## src/rtl/irq_prio_encoder_148.sv

```systemverilog
// Eight-line interrupt request encoder with 74x148-style priority (line 7 highest).
// Synchronises requests, holds them pending and presents one code at a time over a valid/ack handshake.
module irq_prio_encoder_148 #(
   parameter int N           = 8,
   parameter int CODE_W      = 3,
   parameter int SYNC_STAGES = 2,
   parameter int EDGE_MODE   = 1
) (
   input  logic              clk,
   input  logic              rst_n,
   input  logic [N-1:0]      req,
   input  logic [N-1:0]      mask,
   input  logic              ei,
   input  logic              clr_all,
   input  logic              irq_ack,
   output logic              irq_valid,
   output logic [CODE_W-1:0] irq_code,
   output logic [N-1:0]      pending_o,
   output logic              gs,
   output logic              eo
);

   typedef enum logic {IDLE = 1'b0, PRESENT = 1'b1} state_t;

   state_t              state, state_nxt;
   logic [N-1:0]        sync_q [SYNC_STAGES];
   logic [N-1:0]        req_s;
   logic [N-1:0]        req_prev;
   logic [N-1:0]        req_rise;
   logic [N-1:0]        pending, pending_nxt;
   logic [N-1:0]        eligible;
   logic [N-1:0]        ack_clr;
   logic                any_eligible;
   logic                ack_fire;
   logic                valid_nxt;
   logic [CODE_W-1:0]   code_nxt;

   // Ascending scan so the highest set index is the one that sticks.
   function automatic logic [CODE_W-1:0] hi_index(input logic [N-1:0] v);
      logic [CODE_W-1:0] idx;
      idx = '0;
      for (int i = 0; i < N; i++) begin
         if (v[i]) idx = i[CODE_W-1:0];
      end
      return idx;
   endfunction

   // Input synchroniser and edge history
   always_ff @(posedge clk or negedge rst_n) begin
      if (!rst_n) begin
         for (int s = 0; s < SYNC_STAGES; s++) sync_q[s] <= '0;
         req_prev <= '0;
      end else begin
         sync_q[0] <= req;
         for (int s = 1; s < SYNC_STAGES; s++) sync_q[s] <= sync_q[s-1];
         req_prev <= req_s;
      end
   end

   assign req_s    = sync_q[SYNC_STAGES-1];
   assign req_rise = req_s & ~req_prev;

   assign eligible     = pending & mask;
   assign any_eligible = |eligible;
   assign ack_fire     = (state == PRESENT) && irq_ack;
   assign ack_clr      = ack_fire ? ({{(N-1){1'b0}}, 1'b1} << irq_code) : '0;

   // Pending update: clr_all beats a new edge, a new edge beats the ack clear.
   always_comb begin
      pending_nxt = pending;
      if (EDGE_MODE != 0) begin
         pending_nxt = (pending & ~ack_clr) | req_rise;
         if (clr_all) pending_nxt = '0;
      end else begin
         pending_nxt = req_s;
      end
   end

   always_ff @(posedge clk or negedge rst_n) begin
      if (!rst_n) pending <= '0;
      else        pending <= pending_nxt;
   end

   // Handshake FSM
   always_comb begin
      state_nxt = state;
      valid_nxt = irq_valid;
      code_nxt  = irq_code;
      case (state)
         IDLE: begin
            if (ei && any_eligible) begin
               code_nxt  = hi_index(eligible);
               valid_nxt = 1'b1;
               state_nxt = PRESENT;
            end
         end
         PRESENT: begin
            if (irq_ack) begin
               valid_nxt = 1'b0;
               state_nxt = IDLE;
            end
         end
         default: begin
            valid_nxt = 1'b0;
            state_nxt = IDLE;
         end
      endcase
   end

   always_ff @(posedge clk or negedge rst_n) begin
      if (!rst_n) begin
         state     <= IDLE;
         irq_valid <= 1'b0;
         irq_code  <= '0;
      end else begin
         state     <= state_nxt;
         irq_valid <= valid_nxt;
         irq_code  <= code_nxt;
      end
   end

   assign pending_o = pending;
   assign gs        = ei & any_eligible;
   assign eo        = ei & ~any_eligible;

endmodule

```

## config.mk

```make
export PLATFORM = sky130hd
export DESIGN_NAME = irq_prio_encoder_148
export DESIGN_NICKNAME = d
export VERILOG_FILES = /design/src/rtl/irq_prio_encoder_148.sv
export SDC_FILE = /design/constraint.sdc
export NUM_CORES = 1
export LEC_CHECK = 0
export ABC_CLOCK_PERIOD_IN_PS = 1900
export CAP_MARGIN = 40
export CORE_ASPECT_RATIO = 0.75
export CORE_MARGIN = 5
export CORE_UTILIZATION = 46
export CTS_BUF_LIST = sky130_fd_sc_hd__clkbuf_16
export DETAILED_ROUTE_END_ITERATION = 6
export GPL_TIMING_DRIVEN = 0
export PLACE_DENSITY = 0.77
export SLEW_MARGIN = 5
export SYNTH_ARGS = -nofsm -noshare
export SYNTH_HDL_FRONTEND = slang
export SYNTH_SLANG_ARGS = --single-unit
```

## constraint.sdc

```tcl
create_clock -name clk -period 1.9 [get_ports clk]
set_clock_uncertainty 0.1 [all_clocks]
set_input_delay 0.38 -clock clk [delete_from_list [all_inputs] [get_ports clk]]
set_output_delay 0.38 -clock clk [all_outputs]
set_load 0.01 [all_outputs]
```

==> flow_summary.yaml <==
layout:
  filler_cell_count: 187
  final_cell_mix: "dfrtp_1, clkdlybuf4s50_1, nand2b_1"
  drive_gt1_share_pct: 17.27
  num-nets-final: 159
  final_core_util_pct: 70.47
  mostFrequentLayoutCell: "dfrtp_1"
  syn2layout_area_growth_pct: 46.96
  diodes: 0
  seqCellArea_um2: 927.1
  multi_input_area_um2: 336.6
power:
  p_int_mw: 1.666
  peakVddDrop_mv: 0.8314
  p_clk_share_pct: 41.0
  p_leak_nw: 0.8223
  switchingPower_mw: 0.4929
  swShare_pct: 22.83
  p_per_area_nw_per_um2: 1168
  pwr-share-seq_pct: 43.5
  combPwrFrac_pct: 15.4
sta:
  final_hold_viol_count: 0
  holdWs_ns: 0.08242
  maxSlewViolCount: 0
  period_needed_ns: 1.869
  timing.final.crit_share_pct: 98.39
  fmax_ghz: 0.5349
  finalSetupTns_ns: 0
  setup_viol: 0
  fin_ws_ns: 0.03065
  rsz0062_at_grt: "yes"
  worstMarginPinSlew_ns: 0.7682
  max_slew_margin_pct: 48.79
place:
  place_congestion: 0.8122
  port_buffers: 33
  dp_slack_ns: -0.5014
setup_path:
  path_buf_inv: 1
  startpoint_type: "flop"
  ff2ff_setup_slack_ns: 0.24
  cp_slowest_cell: "dfrtp_1"
  critPathRequiredTime_ns: 1.42
  critPathMaxStageDelay_ns: 0.42
  critPathTopFamily: "flip-flops"
  worst-path-max-fanout: 4
  end_kind: "primary output"
  worstPathCellList: "a22oi_2 -> nand4_1 -> and2_1 -> buf_2"
  criticalPathCategory: "flop to primary output"
  cp.arrival_ns: 1.39
yosys:
  yosysSeqAreaShare_pct: 73.63
  synth_seq_cells: 37
  synth_cells: 91
  ys_types: 18
  ys_warn_count: 0
  syn_area_per_cell_um2: 13.82
  syn_area_um2: 1257
  syn_nets: 112
clock_tree:
  htreeDepth: 2
  cts_buffers: 5
  clockBufferDepth: 2
  clk_latency_ns: 0.27
  clock_sinks: 37
  path_clk_slew_ns: 0.05
  root_buffer: "clkbuf_16"
  cts_tree: "yes"
routing:
  totalWireLength_mm: 2.766
  drtIter0Drc: 73
  final_antenna_net_count: 0
  drc: 0
  avgViaCountPerCell: 5.263
  wl_per_cell_um: 15.81
  via_count: 921
  drt_first_pass_iters: 4
floorplan:
  start_util_pct: 47.95
  die_x_um: 70.37
  ios: 35
  core_um2: 2623
  die_area_um2: 3890
  die_h_um: 55.28
  rows: 16
global_route:
  grt_usage_pct: 15.15
  grt_max_degree: 38
  grt_pass1_wl_mm: 4.429
  grt_pass1_vias: 907
  grt_overflow_total: 0
  antenna_found_initial: 0
job:
  cap_violations: 0
status:
  run_status: "finished, final reports clean"
min_path:
  hp-class: "input port to async pin"
==> worst paths after layout <==
check,start,depth (start not counted),endpoint
hold reg to reg,sync_q[9],0,req_s[1]
max in group asynchronous,rst_n,1,pending_o[7]
setup / recovery,pending_o[4],4,gs
setup reg to reg,pending_o[2],4,irq_code[0]
hold / removal,rst_n,1,req_prev[0]
min in group clk,sync_q[9],0,req_s[1]
==> final cells by class <==
| type | count | area share, % |
|---|---|---|
| multi-input combinational | 50 | 18.21 |
| sequential | 37 | 50.17 |
| clock inverter | 3 | 2.031 |
| buffer | 1 | 0.2031 |
| timing repair buffer | 40 | 19.57 |
| clock buffer | 5 | 6.770 |
| inverter | 3 | 0.6093 |
| tap | 36 | 2.437 |
==> synth_stat cells <==
library cell | n | area share, %
a21oi_1 | 9 | 3.6
mux2_2 | 3 | 2.7
nand3_1 | 2 | 0.80
dfrtp_1 | 37 | 74
a32o_1 | 1 | 0.80
nor2_1 | 1 | 0.30
inv_1 | 3 | 0.90
a221oi_1 | 1 | 0.70
o31ai_1 | 2 | 1.2
a221o_1 | 2 | 1.6
buf_1 | 1 | 0.30
o21ai_0 | 7 | 2.8
nand2b_1 | 10 | 5.0
nand2_1 | 4 | 1.2
nand4_1 | 1 | 0.50
and2_1 | 1 | 0.50
nand3b_1 | 1 | 0.60
a22oi_1 | 5 | 3.0
==> metrics by stage <==
stage                     cell area (um2)  cells  power (mW)
after floorplan                      1257     91       1.065
after global placement               1633    160       1.254
after detailed placement             1628    160       1.264
after CTS                            1807    170       2.160
after global routing                 1848    175       2.255
final                                1848    175       2.159
==> layer usage <==
| layer | global-route usage [%] | share of wire (%) |
|---|---|---|
| met5 | 0 | 0 |
| met4 | 5.738 | 1.9 |
| met3 | 8.514 | 10 |
| met2 | 24.27 | 48 |
| met1 | 16.77 | 39 |
==> power by group through the flow <==
stage / clock [mW] / combinational (mW) / sequential [mW]
after floorplan: 0 / 0.109 / 0.957
after global placement: 0 / 0.310 / 0.944
after detailed placement: 0 / 0.314 / 0.949
after CTS: 0.904 / 0.316 / 0.939
after global routing: 0.946 / 0.359 / 0.949
final: 0.886 / 0.333 / 0.940
==> flip-flops by register name (all words and copies together), names as in the netlist <==
name and cells:
irq_code 3, irq_valid 1, pending_o 8, req_prev 8, req_s 8, state 1
sync_q 8
==> logic make-up after synthesis <==
kind of cell    count (synthesis)  share of synthesized area, %
buf+inv                         4                         1.194
simple gates                   20                         8.856
compound gates                 27                         13.63
mux                             3                         2.686
flops                          37                         73.63
==> what timing repair did <==
| item | in CTS | in global routing |
|---|---|---|
| hold buffers | 0 | 0 |
| setup endpoints to repair | 2 | 2 |
| setup buffers | 2 | 5 |
| resized for setup | 19 | 2 |
| gates cloned | 0 | 0 |
| pin swaps | 5 | 5 |
Power figures use the tool's default switching activity.
